File: config.mk
export PLATFORM = sky130hd
export DESIGN_NAME = pipe_ctrl_reg
export DESIGN_NICKNAME = d
export VERILOG_FILES = /design/src/rtl/pipe_pkg.sv /design/src/rtl/pipe_slot.sv /design/src/rtl/pipe_ctrl_reg.sv
export SDC_FILE = /design/constraint.sdc
export NUM_CORES = 1
export LEC_CHECK = 0
export ABC_CLOCK_PERIOD_IN_PS = 2100
export BUFFER_PORTS_ARGS = -buffer_cell sky130_fd_sc_hd__buf_2
export CORE_ASPECT_RATIO = 0.7
export CORE_MARGIN = 1.5
export CORE_UTILIZATION = 44
export DETAILED_ROUTE_END_ITERATION = 10
export GPL_TIMING_DRIVEN = 0
export PLACE_DENSITY = 0.75
export SETUP_SLACK_MARGIN = 0.1
export SYNTH_ARGS = -nofsm -noshare
export SYNTH_HDL_FRONTEND = slang
export SYNTH_SLANG_ARGS = --single-unit
File: constraint.sdc
create_clock -name clk -period 2.1 [get_ports clk]
set_clock_uncertainty 0.15 [all_clocks]
set_input_delay 0.105 -clock clk [delete_from_list [all_inputs] [get_ports clk]]
set_output_delay 0.105 -clock clk [all_outputs]
set_load 0.01 [all_outputs]
File: src/rtl/pipe_pkg.sv
// Shared pipeline control types: the execute-to-memory control bundle and the
// all-zero bubble value that empty/flushed slots carry.
package pipe_pkg;

  typedef struct packed {
    logic [1:0] byte_acc;
    logic [2:0] result_sel;
    logic       mem_write;
    logic [2:0] byte_sel;
    logic       reg_write;
  } mem_ctrl_t;

  localparam int        MEM_CTRL_W  = $bits(mem_ctrl_t);
  localparam mem_ctrl_t CTRL_BUBBLE = '0;

endpackage

File: src/rtl/pipe_slot.sv
// One pipeline slot: valid/ctrl/data flops with ready/valid handshake and flush.
// With PIPE_SKID_EN defined the slot adds a one-entry skid and a registered up_ready.
module pipe_slot
  import pipe_pkg::*;
#(
  parameter int CTRL_W = MEM_CTRL_W,
  parameter int DATA_W = 32
) (
  input  logic              clk,
  input  logic              reset,
  input  logic              flush,
  input  logic              up_valid,
  output logic              up_ready,
  input  logic [CTRL_W-1:0] up_ctrl,
  input  logic [DATA_W-1:0] up_data,
  output logic              dn_valid,
  input  logic              dn_ready,
  output logic [CTRL_W-1:0] dn_ctrl,
  output logic [DATA_W-1:0] dn_data,
  output logic [1:0]        cnt
);

  localparam logic [CTRL_W-1:0] BUBBLE = CTRL_W'(CTRL_BUBBLE);

  logic              valid_q, valid_d;
  logic [CTRL_W-1:0] ctrl_q, ctrl_d;
  logic [DATA_W-1:0] data_q, data_d;

  assign dn_valid = valid_q;
  assign dn_ctrl  = ctrl_q;
  assign dn_data  = data_q;

`ifdef PIPE_SKID_EN
  logic              skid_valid_q, skid_valid_d;
  logic [CTRL_W-1:0] skid_ctrl_q, skid_ctrl_d;
  logic [DATA_W-1:0] skid_data_q, skid_data_d;
  logic              pop, push;

  assign up_ready = ~skid_valid_q;
  assign pop      = valid_q & dn_ready;
  assign push     = up_valid & ~skid_valid_q;
  assign cnt      = {1'b0, valid_q} + {1'b0, skid_valid_q};

  always_comb begin
    valid_d      = valid_q;
    ctrl_d       = ctrl_q;
    data_d       = data_q;
    skid_valid_d = skid_valid_q;
    skid_ctrl_d  = skid_ctrl_q;
    skid_data_d  = skid_data_q;
    if (flush) begin
      valid_d      = 1'b0;
      ctrl_d       = BUBBLE;
      skid_valid_d = 1'b0;
      skid_ctrl_d  = BUBBLE;
    end else if (skid_valid_q) begin
      // skid drains into main before any new input is taken
      if (pop) begin
        ctrl_d       = skid_ctrl_q;
        data_d       = skid_data_q;
        skid_valid_d = 1'b0;
        skid_ctrl_d  = BUBBLE;
      end
    end else if (valid_q && !pop) begin
      if (push) begin
        skid_valid_d = 1'b1;
        skid_ctrl_d  = up_ctrl;
        skid_data_d  = up_data;
      end
    end else if (push) begin
      valid_d = 1'b1;
      ctrl_d  = up_ctrl;
      data_d  = up_data;
    end else begin
      valid_d = 1'b0;
      ctrl_d  = BUBBLE;
    end
  end

  always_ff @(posedge clk or posedge reset) begin
    if (reset) begin
      skid_valid_q <= 1'b0;
      skid_ctrl_q  <= '0;
      skid_data_q  <= '0;
    end else begin
      skid_valid_q <= skid_valid_d;
      skid_ctrl_q  <= skid_ctrl_d;
      skid_data_q  <= skid_data_d;
    end
  end
`else
  assign up_ready = ~valid_q | dn_ready;
  assign cnt      = {1'b0, valid_q};

  always_comb begin
    valid_d = valid_q;
    ctrl_d  = ctrl_q;
    data_d  = data_q;
    if (flush) begin
      valid_d = 1'b0;
      ctrl_d  = BUBBLE;
    end else if (up_ready) begin
      valid_d = up_valid;
      ctrl_d  = up_valid ? up_ctrl : BUBBLE;
      if (up_valid) data_d = up_data;
    end
  end
`endif

  always_ff @(posedge clk or posedge reset) begin
    if (reset) begin
      valid_q <= 1'b0;
      ctrl_q  <= '0;
      data_q  <= '0;
    end else begin
      valid_q <= valid_d;
      ctrl_q  <= ctrl_d;
      data_q  <= data_d;
    end
  end

endmodule

File: src/rtl/pipe_ctrl_reg.sv
// Chain of DEPTH pipe_slot instances with bubble-zeroed control and flush.
// Optional macro PIPE_SKID_EN: per-slot skid entries, registered ready, capacity 2*DEPTH.
module pipe_ctrl_reg
  import pipe_pkg::*;
#(
  parameter int CTRL_W = MEM_CTRL_W,
  parameter int DATA_W = 32,
  parameter int DEPTH  = 1
) (
  input  logic                           clk,
  input  logic                           reset,
  input  logic                           in_valid,
  output logic                           in_ready,
  input  logic [CTRL_W-1:0]              in_ctrl,
  input  logic [DATA_W-1:0]              in_data,
  input  logic                           flush,
  output logic                           out_valid,
  input  logic                           out_ready,
  output logic [CTRL_W-1:0]              out_ctrl,
  output logic [DATA_W-1:0]              out_data,
  output logic [$clog2(2*DEPTH+1)-1:0]   occupancy
);

  localparam int OCC_W = $clog2(2*DEPTH+1);

  logic [DEPTH-1:0]             sv, sr;
  logic [DEPTH-1:0][CTRL_W-1:0] sc;
  logic [DEPTH-1:0][DATA_W-1:0] sd;
  logic [DEPTH-1:0][1:0]        cnt;

  // slot 0 faces upstream, slot DEPTH-1 is the head
  for (genvar k = 0; k < DEPTH; k++) begin : g_slot
    logic              up_v, dn_r;
    logic [CTRL_W-1:0] up_c;
    logic [DATA_W-1:0] up_d;

    if (k == 0) begin : g_first
      assign up_v = in_valid;
      assign up_c = in_ctrl;
      assign up_d = in_data;
    end else begin : g_mid
      assign up_v = sv[k-1];
      assign up_c = sc[k-1];
      assign up_d = sd[k-1];
    end

    if (k == DEPTH-1) begin : g_head
      assign dn_r = out_ready;
    end else begin : g_body
      assign dn_r = sr[k+1];
    end

    pipe_slot #(.CTRL_W(CTRL_W), .DATA_W(DATA_W)) u_slot (
      .clk      (clk),
      .reset    (reset),
      .flush    (flush),
      .up_valid (up_v),
      .up_ready (sr[k]),
      .up_ctrl  (up_c),
      .up_data  (up_d),
      .dn_valid (sv[k]),
      .dn_ready (dn_r),
      .dn_ctrl  (sc[k]),
      .dn_data  (sd[k]),
      .cnt      (cnt[k])
    );
  end

  assign in_ready  = sr[0] & ~flush & ~reset;
  assign out_valid = sv[DEPTH-1];
  assign out_ctrl  = sc[DEPTH-1];
  assign out_data  = sd[DEPTH-1];

  always_comb begin
    occupancy = '0;
    for (int k = 0; k < DEPTH; k++) occupancy = occupancy + OCC_W'(cnt[k]);
  end

endmodule

==> impl_metrics.py <==
metrics = {
    "sta": {
        "period_needed_ns": 1.86,
        "rsz0062_at_grt": "false",
        "tns_ns": 0,
        "finalHoldViolCount": 0,
        "slew_violations": 0,
        "setup_viol": 0,
        "setup_slack_ns": 0.238,
        "worst_pin_slew_ns": 0.858,
        "relSlewSlack": 0.427,
        "fin_crit_sh": 0.887,
        "fmax_mhz": 537,
    },
    "critical_path": {
        "r2r-start": "g_slot[0].u_slot.dn_valid",
        "arrival_ns": 1.94,
        "timing.rr.end": "g_slot[0].u_slot.dn_ctrl[8]",
        "start_kind": "input pin",
        "crit_required_ns": 2.17,
        "endpoint_kind": "flop",
        "path_class": "input pin to flop",
        "reg2reg_slack_ns": 0.36,
        "r2r_cells": 5,
        "cp_max_fo": 10,
    },
    "worst_hold_path": {
        "hold_end": "g_slot[0].u_slot.dn_data[4]",
        "hp-start": "in_valid",
        "worstHoldPathType": "input pin to flop",
        "holdPathStages": 3,
    },
    "pwr": {
        "ir_drop_v": 0.000539,
        "cell_internal_pwr_mw": 1.69,
        "p_leak_nw": 1.37,
        "p_seq_frac": 0.451,
        "clockPowerShare": 0.333,
        "power_mw": 2.21,
        "switching_power_mw": 0.525,
        "switching_share": 0.237,
        "pwr-share-comb": 0.216,
        "power_density_nw_per_um2": 788,
    },
    "die": {
        "die_w_um": 77.2,
        "rows": 18,
        "dieArea_um2": 4240,
        "core_area_um2": 3600,
        "initial_core_util": 0.471,
        "die-height_um": 55.0,
        "io_pins": 93,
    },
    "clocking": {
        "cts_tree": "done",
        "numCtsBuffers": 5,
        "clkTransAtPathRegs_ns": 0.08,
        "cts.path.max_buffers": 2,
        "clk_latency_ns": 0.28,
        "cts_root_buffer": "clkbuf_8",
        "htreeDepth": 2,
        "cts_sinks": 43,
    },
    "synthesis": {
        "synth_top_family_by_area": "multiplexers",
        "synth_fa_ha_area_frac": 0,
        "ys_warn_count": 0,
        "synth.distinct_cells": 16,
        "synth_seq_cells": 43,
        "postSynthAreaPerCell_um2": 13.9,
        "synth_xor_xnor_area_share": 0,
        "syn-cell-area_um2": 1700,
        "synth-compound-area-share": 0.0295,
        "synthCells": 122,
        "ys_seq_area_frac": 0.634,
        "synthesis.nets": 169,
        "yosys.area_share.simple": 0.0819,
        "synthMuxAreaShare": 0.212,
    },
    "routing": {
        "wl_per_cell_um": 13.4,
        "drt_wl_total_um": 4250,
        "vias": 1475,
        "viasPerCell": 4.65,
        "drc_errors": 0,
        "drt-initial-drc-count": 50,
        "dr.pass1.iters": 4,
        "ant_nets": 0,
    },
    "placed_design": {
        "portBuffers": 91,
        "place_ws_ns": 0.380,
        "placed_area_um2": 2210,
        "post-dp-hpwl_um": 2400,
        "place_inst": 263,
        "gp_congestion": 0.724,
    },
    "cells_and_area": {
        "final_area_um2": 2810,
        "final_cell_mix": "buf_2, dlygate4sd3_1, dfrtp_1, mux2_2",
        "final_cells": 317,
        "drive_gt1_frac": 0.521,
        "final_common_cell": "buf_2",
        "area_growth_pct": 65.6,
        "diodes": 0,
        "final_nets": 313,
    },
    "grt": {
        "grt.total_usage": 0.211,
        "antenna_found_initial": 0,
        "grt_pass1_wl_um": 6630,
        "grt_pass1_vias": 1478,
        "grt_max_degree": 44,
        "overflow": 0,
    },
    "run": {
        "drv_cap": 0,
    },
    "status": {
        "status": "complete, no violations",
    },
}
## per-stage QoR
stage	util	hold WS [ns]
finish	0.780	0.206
global route	0.780	0.212
CTS	0.779	0.198
detailed placement	0.615	0.192
global placement	0.615	0.185
floorplan	-	0.0181
## synth_stat cells, drive strengths merged
master	number	share of area
clkbuf	2	0.0044
a21oi	10	0.029
nor2b	1	0.0081
nand2b	1	0.0037
inv	1	0.0022
nand2	10	0.022
mux2	32	0.21
buf	7	0.033
dfrtp	43	0.63
nor3	1	0.0029
nand3	10	0.029
nor2	2	0.0044
nor3b	1	0.011
conb	1	0.0022
## layer usage
metal,part of all wire,wire length (um),global-route usage,vias up
li1,-,-,-,704
met1,0.42,1780,0.251,680
met2,0.47,2010,0.370,84
met3,0.096,410,0.0672,7
met4,0.012,51,0.0818,0
met5,0,0,0,-
## registers in the layout, indices dropped and copies added, names as in the netlist
signal / count
g_slot.u_slot.dn_ctrl: 10
g_slot.u_slot.dn_data: 32
g_slot.u_slot.dn_valid: 1
## area by class of cell
| class | count | area [um^2] |
|---|---|---|
| Multi-Input combinational cell | 69 | 553 |
| Timing Repair Buffer | 137 | 916 |
| Clock buffer | 6 | 72.6 |
| Tap cell | 50 | 62.6 |
| Clock inverter | 2 | 60.1 |
| Inverter | 1 | 3.75 |
| Sequential cell | 43 | 1080 |
| Fill cell | 212 | 795 |
| Buffer | 9 | 65.1 |
## timing repair
item / in CTS / in global routing
resized for setup: 0 / 2
endpoints found under the setup margin: 0 / 2
buffers inserted: 0 / 0
hold endpoints to repair: 85 / 0
hold buffers: 46 / 0
## worst max-delay path, stage by stage
cell and delay, ns:
dlygate4sd3_1 0.54, buf_2 0.14, nand2b_1 0.11, clkbuf_2 0.22, nand3_1 0.11, a21oi_1 0.16, dlygate4sd3_1 0.55
## worst max-delay path by stage
stage,slack [ns],to,start
6_report,0.24,g_slot[0].u_slot.dn_ctrl[8],out_ready
5_1_grt,0.16,g_slot[0].u_slot.dn_ctrl[7],out_ready
4_1_cts,0.15,g_slot[0].u_slot.dn_ctrl[8],out_ready
3_5_place_dp,0.38,g_slot[0].u_slot.dn_data[25],g_slot[0].u_slot.dn_valid
3_3_place_gp,0.30,g_slot[0].u_slot.dn_data[4],reset
2_1_floorplan,0.47,g_slot[0].u_slot.dn_data[0],g_slot[0].u_slot.dn_valid
## power by group through the flow
| stage | clock network (mW) | logic [mW] | registers (mW) |
|---|---|---|---|
| detailed placement | 0 | 0.410 | 1.01 |
| finish | 0.738 | 0.478 | 0.997 |
| CTS | 0.757 | 0.474 | 0.994 |
| global placement | 0 | 0.403 | 1.01 |
| floorplan | 0 | 0.160 | 1.07 |
| global route | 0.788 | 0.517 | 1.02 |
## logic make-up (layout without fill, tap and decap cells)
logic type             Yosys count  in the layout
AO/OA/AOI/OAI                   10             10
buffers and inverters           10            155
flip-flops                      43             43
multiplexers                    32             32
other                            1              1
AND/OR/NAND/NOR                 26             26
(Power assumes the default switching activity.)
